File: config.mk
export PLATFORM = sky130hd
export DESIGN_NAME = flags_reg
export DESIGN_NICKNAME = d
export VERILOG_FILES = /design/src/rtl/flags_reg_pkg.sv /design/src/rtl/flags_reg_irq_shadow_fsm.sv /design/src/rtl/flags_reg.sv
export SDC_FILE = /design/constraint.sdc
export NUM_CORES = 1
export LEC_CHECK = 0
export BUFFER_PORTS_ARGS = -buffer_cell sky130_fd_sc_hd__buf_2
export CORE_MARGIN = 2
export CORE_UTILIZATION = 29
export CTS_BUF_LIST = sky130_fd_sc_hd__clkbuf_16
export DETAILED_ROUTE_END_ITERATION = 7
export PLACE_DENSITY = 0.66
export RECOVER_POWER = 25
export SETUP_SLACK_MARGIN = 0.1
export SKIP_CTS_REPAIR_TIMING = 1
export SLEW_MARGIN = 40
export SYNTH_ARGS = -nofsm -noshare
export SYNTH_HDL_FRONTEND = slang
export SYNTH_SLANG_ARGS = --single-unit
File: constraint.sdc
create_clock -name clk -period 1.2 [get_ports clk]
set_clock_uncertainty 0.05 [all_clocks]
set_input_delay 0.06 -clock clk [delete_from_list [all_inputs] [get_ports clk]]
set_output_delay 0.06 -clock clk [all_outputs]
set_load 0.005 [all_outputs]
File: src/rtl/flags_reg_pkg.sv
// Shared FLAGS definitions for the S186 core: bit positions, single-flag
// operation codes, interrupt-shadow states and the fixed/writable masks.
package flags_reg_pkg;

  localparam int CF_IDX = 0;
  localparam int PF_IDX = 2;
  localparam int AF_IDX = 4;
  localparam int ZF_IDX = 6;
  localparam int SF_IDX = 7;
  localparam int TF_IDX = 8;
  localparam int IF_IDX = 9;
  localparam int DF_IDX = 10;
  localparam int OF_IDX = 11;

  localparam logic [15:0] FLAGS_RESET    = 16'hF002;
  localparam logic [15:0] FLAGS_WRITABLE = 16'h0FD5;
  localparam logic [15:0] SAHF_MASK      = 16'h00D5;

  typedef enum logic [2:0] {
    FOP_CLC       = 3'd0,
    FOP_STC       = 3'd1,
    FOP_CMC       = 3'd2,
    FOP_CLI       = 3'd3,
    FOP_STI       = 3'd4,
    FOP_CLD       = 3'd5,
    FOP_STD       = 3'd6,
    FOP_INT_ENTRY = 3'd7
  } flag_op_t;

  typedef enum logic [1:0] {
    SH_IDLE   = 2'd0,
    SH_PEND   = 2'd1,
    SH_ACTIVE = 2'd2
  } shadow_state_t;

endpackage

File: src/rtl/flags_reg_irq_shadow_fsm.sv
// Interrupt shadow after STI / MOV SS / POP SS; owns the registered irq_enable.
module irq_shadow_fsm
  import flags_reg_pkg::*;
(
  input  logic clk,
  input  logic reset_n,
  input  logic i_clear,
  input  logic i_shadow_req,
  input  logic i_sti_arm,
  input  logic i_retire,
  input  logic i_if_next,
  output logic o_irq_enable
);

  shadow_state_t r_state;
  shadow_state_t w_state_next;
  logic          r_irq_enable;

  // Clearing IF dominates; a new arm request beats the retire advance so the
  // shadow always covers the instruction that follows the arming one.
  always_comb begin
    w_state_next = r_state;
    if (i_clear) begin
      w_state_next = SH_IDLE;
    end else if (i_shadow_req) begin
      w_state_next = SH_PEND;
    end else if (i_sti_arm && (r_state == SH_IDLE)) begin
      w_state_next = SH_PEND;
    end else if (i_retire) begin
      case (r_state)
        SH_PEND:   w_state_next = SH_ACTIVE;
        SH_ACTIVE: w_state_next = SH_IDLE;
        default:   w_state_next = r_state;
      endcase
    end
  end

  always_ff @(posedge clk) begin
    if (!reset_n) begin
      r_state      <= SH_IDLE;
      r_irq_enable <= 1'b0;
    end else begin
      r_state      <= w_state_next;
      r_irq_enable <= i_if_next && (w_state_next == SH_IDLE);
    end
  end

  assign o_irq_enable = r_irq_enable;

endmodule

File: src/rtl/flags_reg.sv
// Architectural FLAGS register: merges full/SAHF writes, single-flag ops and
// ALU results, and generates the single-step trap at instruction boundaries.
module flags_reg
  import flags_reg_pkg::*;
#(
  parameter logic [15:0] FIXED_ONES    = FLAGS_RESET,
  parameter logic [15:0] WRITABLE_MASK = FLAGS_WRITABLE
) (
  input  logic        clk,
  input  logic        reset_n,
  input  logic [15:0] alu_flags,
  input  logic [15:0] alu_mask,
  input  logic        alu_valid,
  input  logic [15:0] wr_value,
  input  logic        wr_valid,
  input  logic        wr_low_only,
  input  logic [2:0]  flag_op,
  input  logic        flag_op_valid,
  input  logic        shadow_req,
  input  logic        retire,
  output logic [15:0] flags_out,
  output logic        irq_enable,
  output logic        trap_pending
);

  logic [15:0] r_flags;
  logic        r_tf_at_start;
  logic        r_trap_pending;

  logic [15:0] w_wr_mask;
  logic [15:0] w_flags_merge;
  logic [15:0] w_flags_next;
  logic        w_op_applied;
  logic        w_clear_shadow;
  logic        w_sti_arm;
  flag_op_t    w_op;

  assign w_op         = flag_op_t'(flag_op);
  assign w_wr_mask    = wr_low_only ? SAHF_MASK : WRITABLE_MASK;
  // A full write in the same cycle suppresses any single-flag op.
  assign w_op_applied = flag_op_valid && !wr_valid;

  always_comb begin
    w_flags_merge = r_flags;
    if (wr_valid) begin
      w_flags_merge = (r_flags & ~w_wr_mask) | (wr_value & w_wr_mask);
    end else if (flag_op_valid) begin
      case (w_op)
        FOP_CLC: w_flags_merge[CF_IDX] = 1'b0;
        FOP_STC: w_flags_merge[CF_IDX] = 1'b1;
        FOP_CMC: w_flags_merge[CF_IDX] = ~r_flags[CF_IDX];
        FOP_CLI: w_flags_merge[IF_IDX] = 1'b0;
        FOP_STI: w_flags_merge[IF_IDX] = 1'b1;
        FOP_CLD: w_flags_merge[DF_IDX] = 1'b0;
        FOP_STD: w_flags_merge[DF_IDX] = 1'b1;
        FOP_INT_ENTRY: begin
          w_flags_merge[IF_IDX] = 1'b0;
          w_flags_merge[TF_IDX] = 1'b0;
        end
        default: w_flags_merge = r_flags;
      endcase
    end else if (alu_valid) begin
      w_flags_merge = (r_flags & ~alu_mask) | (alu_flags & alu_mask);
    end
  end

  assign w_flags_next   = (w_flags_merge & WRITABLE_MASK) | FIXED_ONES;
  assign w_clear_shadow = w_op_applied && ((w_op == FOP_CLI) || (w_op == FOP_INT_ENTRY));
  assign w_sti_arm      = w_op_applied && (w_op == FOP_STI) && !r_flags[IF_IDX];

  // tf_at_start samples TF after this edge's update, so POPF setting TF
  // only traps on the following instruction.
  always_ff @(posedge clk) begin
    if (!reset_n) begin
      r_flags        <= FIXED_ONES;
      r_tf_at_start  <= 1'b0;
      r_trap_pending <= 1'b0;
    end else begin
      r_flags <= w_flags_next;
      if (retire) begin
        r_trap_pending <= r_tf_at_start;
        r_tf_at_start  <= w_flags_next[TF_IDX];
      end else begin
        r_trap_pending <= 1'b0;
      end
    end
  end

  irq_shadow_fsm u_shadow (
    .clk          (clk),
    .reset_n      (reset_n),
    .i_clear      (w_clear_shadow),
    .i_shadow_req (shadow_req),
    .i_sti_arm    (w_sti_arm),
    .i_retire     (retire),
    .i_if_next    (w_flags_next[IF_IDX]),
    .o_irq_enable (irq_enable)
  );

  assign flags_out    = r_flags;
  assign trap_pending = r_trap_pending;

endmodule
==> impl_metrics.toml, run 1 <==
[pwr]
pwr-share-seq = 0.362
power.density_nw_per_um2 = 1090
p_sw_frac = 0.239
total_power_mw = 1.42
peakVddDrop_mv = 0.506
switchingPower_mw = 0.340
leakage_nw = 0.591
cell_internal_pwr_mw = 1.08
clkPwrFrac = 0.439
power_frac_comb = 0.199

[setup_path]
crit_path_max_fanout = 3
cpPeakStageDelay_ps = 330
cp_slowest_cell = "dfxtp_2"
r2r_cells = 4
r2r-end = "u_shadow.r_state[0]$_SDFF_PN0_"
setup.worst_path.class = "flop to flop"
crit_chain = "nor3_2, nand4b_1, a211oi_2, and2_1"
end_kind = "flop"
cp-start-kind = "flop"
ff2ff_setup_slack_ps = -10
required_ps = 1330
worstSetupStartpoint = "u_shadow.r_state[0]$_SDFF_PN0_"
critical_path.top_delay_family = "simple AND/OR/NAND/NOR gates"
crit_arrival_ps = 1340
worst-path-buf-inv = 0
rr_startpoint = "u_shadow.r_state[0]$_SDFF_PN0_"

[final_layout]
drive_gt1_frac = 0.510
design_area_um2 = 1310
layout.cells.non_filler = 197
diodes = 0
num-fill-cells = 314
syn_to_final_growth_pct = 42.8
post-route-util = 0.433
nNetsFinal = 213

[floorplanning]
dieHeight_um = 60.3
die_area_um2 = 3630
start_util = 0.303
rows = 20
core_um2 = 3030
io-pin-count = 77
die_x_um = 60.3

[sta]
setup_viol = 1
slew_viol_final = 0
max_freq_ghz = 0.825
period_share = 1.01
hold_ws_ps = 19.8
setup_ws_ps = -12.3
fin_crit_ps = 1210
tns_ps = -12.3
hold_viol = 0
rsz0062_at_grt = "true"

[clock_network]
clock-root-buffer = "clkbuf_16"
clk_pin_slew_ps = 50
clkSinkCount = 14
cts_tree = "built"
clk_latency_ps = 240
cts_max_level = 1
clock_path_buffers = 2
cts_made_buffers = 3

[detailed_routing]
wirelength_um = 2430
via_count = 952
dr.pass1.iters = 4
drc = 0
drt_iter0_markers = 23
antenna_left = 0
avgViaCountPerCell = 4.83
avgRoutedWirePerCell_um = 12.3

[min_path]
min_delay_path_depth = 2
min_from = "retire"
hold_path_class = "input port to flop"
whs_endpoint = "r_tf_at_start$_SDFFE_PN0P_"

[global_routing]
grt_antenna_before_repair = 0
grt_overflow = 0
first_global_vias = 920
grt_max_degree = 13
grt_pass1_wl_um = 3780
grt_usage = 0.142

[logic_synthesis]
synthFlopType = "dfxtp_1"
ys_seq_area_frac = 0.305
syn_area_um2 = 918
synthArstFlopShare = 0
synth-edff-count = 0
netlist_instances = 102
synth.avg_cell_area_um2 = 9.00
synth_cell_types = 40
synth_seq_cells = 14
ys_warn_count = 0

[placed_design]
pre_cts_ws_ps = 2.35
place_inst = 192
placedInstanceArea_um2 = 1180
dp.final_hpwl_um = 1970
place.gp.congestion = 0.915
port_buffers = 48

[run_status]
violations = "setup timing"
run_status = "complete, but fails checks"

[flow_run]
max_cap_violations = 0
[Yosys cell counts, types with 3 or more instances]
cell / instances / area, um^2
a21boi_0: 6 / 45.0
a221oi_1: 3 / 26.3
a32oi_1: 4 / 35.0
nor3b_1: 3 / 22.5
dfxtp_1: 14 / 280
mux2i_1: 3 / 30.0
o21ai_0: 5 / 25.0
mux2_2: 4 / 45.0
buf_4: 7 / 52.6
nand2_1: 9 / 33.8
a21oi_1: 6 / 30.0
nor2b_1: 3 / 18.8
[cell families after synthesis]
kind of cell | Yosys count | synth area share
AND/OR/NAND/NOR | 35 | 0.260
AO/OA/AOI/OAI | 32 | 0.259
buffers and inverters | 12 | 0.0858
flip-flops | 14 | 0.305
other | 2 | 0.00818
multiplexers | 7 | 0.0817
[final cells by class]
cell class                      count  area [um^2]  share of cell area
Tap cell                           44         55.1              0.0420
Timing Repair Buffer               52          268               0.204
Sequential cell                    14          285               0.218
Clock inverter                      1         3.75             0.00286
Multi-Input combinational cell     81          617               0.470
Inverter                            2         7.51             0.00573
Clock buffer                        3         75.1              0.0573
[per-layer routing]
metal / up-vias / routed length (um) / track usage
li1: 466 / - / -
met1: 435 / 1020 / 0.163
met2: 47 / 1190 / 0.255
met3: 4 / 194 / 0.0390
met4: 0 / 27 / 0.0381
met5: - / 0 / 0
[power groups by stage]
stage	Sequential, mW	Clock, mW	Combinational [mW]
2_1_floorplan	0.521	0	0.148
3_3_place_gp	0.520	0	0.254
3_5_place_dp	0.522	0	0.263
4_1_cts	0.513	0.642	0.264
5_1_grt	0.518	0.678	0.318
6_report	0.516	0.624	0.284
[cell usage in the layout (no fill, tap or decap), drive strengths merged]
cell and n:
a211o 1, nand2 9, nand2b 2, a41oi 1, dfxtp 14, nand4b 1
nor2 1, mux2i 3, o21ai 5, a311oi 1, nand3b 2, a21boi 6
o32ai 1, conb 7, clkbuf 5, a221oi 3, nand3 2, buf 50
a32oi 4, a21oi 6, and3 2, nor3b 5, a31oi 1, mux2 4
clkinv 1, nor2b 3, a211oi 2, and2 3, and2b 3, a21o 1
nor3 2, inv 2
[worst max-delay path by stage]
stage                                           to  slack, ps  depth (start not counted)
floorplan                flags_out[0]$_SDFFE_PN0P_        120                          4
global placement    u_shadow.r_state[0]$_SDFF_PN0_         40                          5
detailed placement  u_shadow.r_state[0]$_SDFF_PN0_          2                          5
CTS                 u_shadow.r_state[0]$_SDFF_PN0_        -10                          4
global route        u_shadow.r_state[0]$_SDFF_PN0_        -70                          4
finish              u_shadow.r_state[0]$_SDFF_PN0_        -10                          4
Note: power is estimated with default switching activity, not from simulation.
==> run 2, diff against run 1 <==
CELL_PAD_IN_SITES_DETAIL_PLACEMENT = 0   (was default)
CELL_PAD_IN_SITES_GLOBAL_PLACEMENT = 1   (was default)
CORE_UTILIZATION = 23   (was 29)
PLACE_DENSITY = default   (was 0.66)
PLACE_DENSITY_LB_ADDON = 0.1   (was default)
==> run 2 against run 1 <==
- the flow now finishes without violations
- combinational power decreased by 2%
- total power increased by 0.34%
- register-to-register slack improved by 50 ps
- cell area increased by 0.76%
- global-route usage decreased by 2.1 points
- clock power increased by 2%
- sequential power about the same
==> impl_metrics.toml, run 2 (same netlist as run 1, synthesis figures left out) <==
[setup_path]
crit_arrival_ps = 1290
cpPeakStageDelay_ps = 330
required_ps = 1330
crit_path_max_fanout = 4
end_kind = "flop"
worst-path-buf-inv = 0
critical_path.top_delay_family = "simple AND/OR/NAND/NOR gates"
cp_slowest_cell = "dfxtp_2"
setup.worst_path.class = "flop to flop"
crit_chain = "nor3_2, nand4b_1, a211oi_2, and2_1"
cp-start-kind = "flop"

[detailed_routing]
drt_iter0_markers = 16
antenna_left = 0
via_count = 939
wirelength_um = 2630
drc = 0
dr.pass1.iters = 2
avgRoutedWirePerCell_um = 13.1
avgViaCountPerCell = 4.67

[run_status]
run_status = "complete, no violations"

[floorplanning]
die_area_um2 = 4510
io-pin-count = 77
core_um2 = 3740
dieHeight_um = 67.2
start_util = 0.245
die_x_um = 67.2
rows = 22

[pwr]
cell_internal_pwr_mw = 1.08
leakage_nw = 0.580
pwr-share-seq = 0.361
power.density_nw_per_um2 = 1080
p_sw_frac = 0.244
power_frac_comb = 0.194
switchingPower_mw = 0.348
clkPwrFrac = 0.445
total_power_mw = 1.43
peakVddDrop_mv = 0.425

[final_layout]
mostFrequentLayoutCells = "buf_2, nand2_1, dfxtp_1"
layout.cells.non_filler = 201
final_common_cell = "buf_2"
syn_to_final_growth_pct = 43.9
drive_gt1_frac = 0.510
nNetsFinal = 213
diodes = 0
design_area_um2 = 1320
num-fill-cells = 417

[global_routing]
grt_pass1_wl_um = 4010
grt_usage = 0.121
grt_max_degree = 13
grt_overflow = 0
first_global_vias = 910
grt_antenna_before_repair = 0

[placed_design]
dp.final_hpwl_um = 2080
pre_cts_ws_ps = -69.1
place.gp.congestion = 0.732
placedInstanceArea_um2 = 1200
port_buffers = 48
place_inst = 197

[flow_run]
max_cap_violations = 0

[clock_network]
cts_max_level = 1
clk_latency_ps = 240
clock_path_buffers = 2
clkSinkCount = 14
clk_pin_slew_ps = 50
cts_made_buffers = 3
cts_tree = "built"
clock-root-buffer = "clkbuf_16"

[sta]
fin_crit_ps = 1160
period_share = 0.965
slew_viol_final = 0
max_freq_ghz = 0.864
rsz0062_at_grt = "true"
hold_viol = 0
setup_viol = 0
setup_ws_ps = 42.5

[min_path]
hold_path_class = "input port to flop"
==> run 2: through the flow <==
| stage | TNS [ps] | hold WS (ps) | utilization |
|---|---|---|---|
| after floorplan | 0 | 111 | - |
| after global placement | -32.5 | 270 | 0.320 |
| after detailed placement | -71.2 | 271 | 0.320 |
| after CTS | -96.3 | 11.3 | 0.341 |
| after global routing | -24.5 | 28.0 | 0.353 |
| final | 0 | 14.5 | 0.353 |
==> run 2: layer usage <==
| layer | wire [um] | share of wire | vias to the layer above | global-route usage |
|---|---|---|---|---|
| li1 | - | - | 469 | - |
| met1 | 1160 | 0.44 | 426 | 0.146 |
| met2 | 1190 | 0.45 | 39 | 0.204 |
| met3 | 218 | 0.083 | 5 | 0.0233 |
| met4 | 56 | 0.021 | 0 | 0.0612 |
| met5 | 0 | 0 | - | 0 |
==> run 2: layout make-up <==
| class | instances | area [um^2] | area share |
|---|---|---|---|
| Clock buffer | 3 | 75.1 | 0.0568 |
| Clock inverter | 1 | 3.75 | 0.00284 |
| Inverter | 2 | 7.51 | 0.00568 |
| Multi-Input combinational cell | 81 | 616 | 0.466 |
| Sequential cell | 14 | 294 | 0.223 |
| Tap cell | 48 | 60.1 | 0.0455 |
| Timing Repair Buffer | 52 | 265 | 0.201 |
==> run 2: path summary, 6_finish.rpt <==
kind                                   from                        endpoint  slack [ps]  cells past startpoint
max          u_shadow.r_state[0]$_SDFF_PN0_  u_shadow.r_state[0]$_SDFF_PN0_          40                      4
min                                  retire      r_tf_at_start$_SDFFE_PN0P_          10                      2
max reg2reg  u_shadow.r_state[0]$_SDFF_PN0_  u_shadow.r_state[0]$_SDFF_PN0_          40                      4
min reg2reg      r_tf_at_start$_SDFFE_PN0P_         trap_pending$_SDFF_PN0_         430                      1
==> run 2: worst register-to-register path, cell delays in order, from the launching register on <==
cell,delay [ps]
dfxtp_2,330
nor3_2,160
nand4b_1,120
a211oi_2,280
and2_1,150
==> run 2: power by group through the flow <==
| stage | Combinational, mW | Clock [mW] | Sequential [mW] |
|---|---|---|---|
| CTS | 0.267 | 0.663 | 0.514 |
| floorplan | 0.148 | 0 | 0.521 |
| global placement | 0.264 | 0 | 0.522 |
| finish | 0.277 | 0.636 | 0.516 |
| detailed placement | 0.266 | 0 | 0.523 |
| global route | 0.307 | 0.678 | 0.522 |
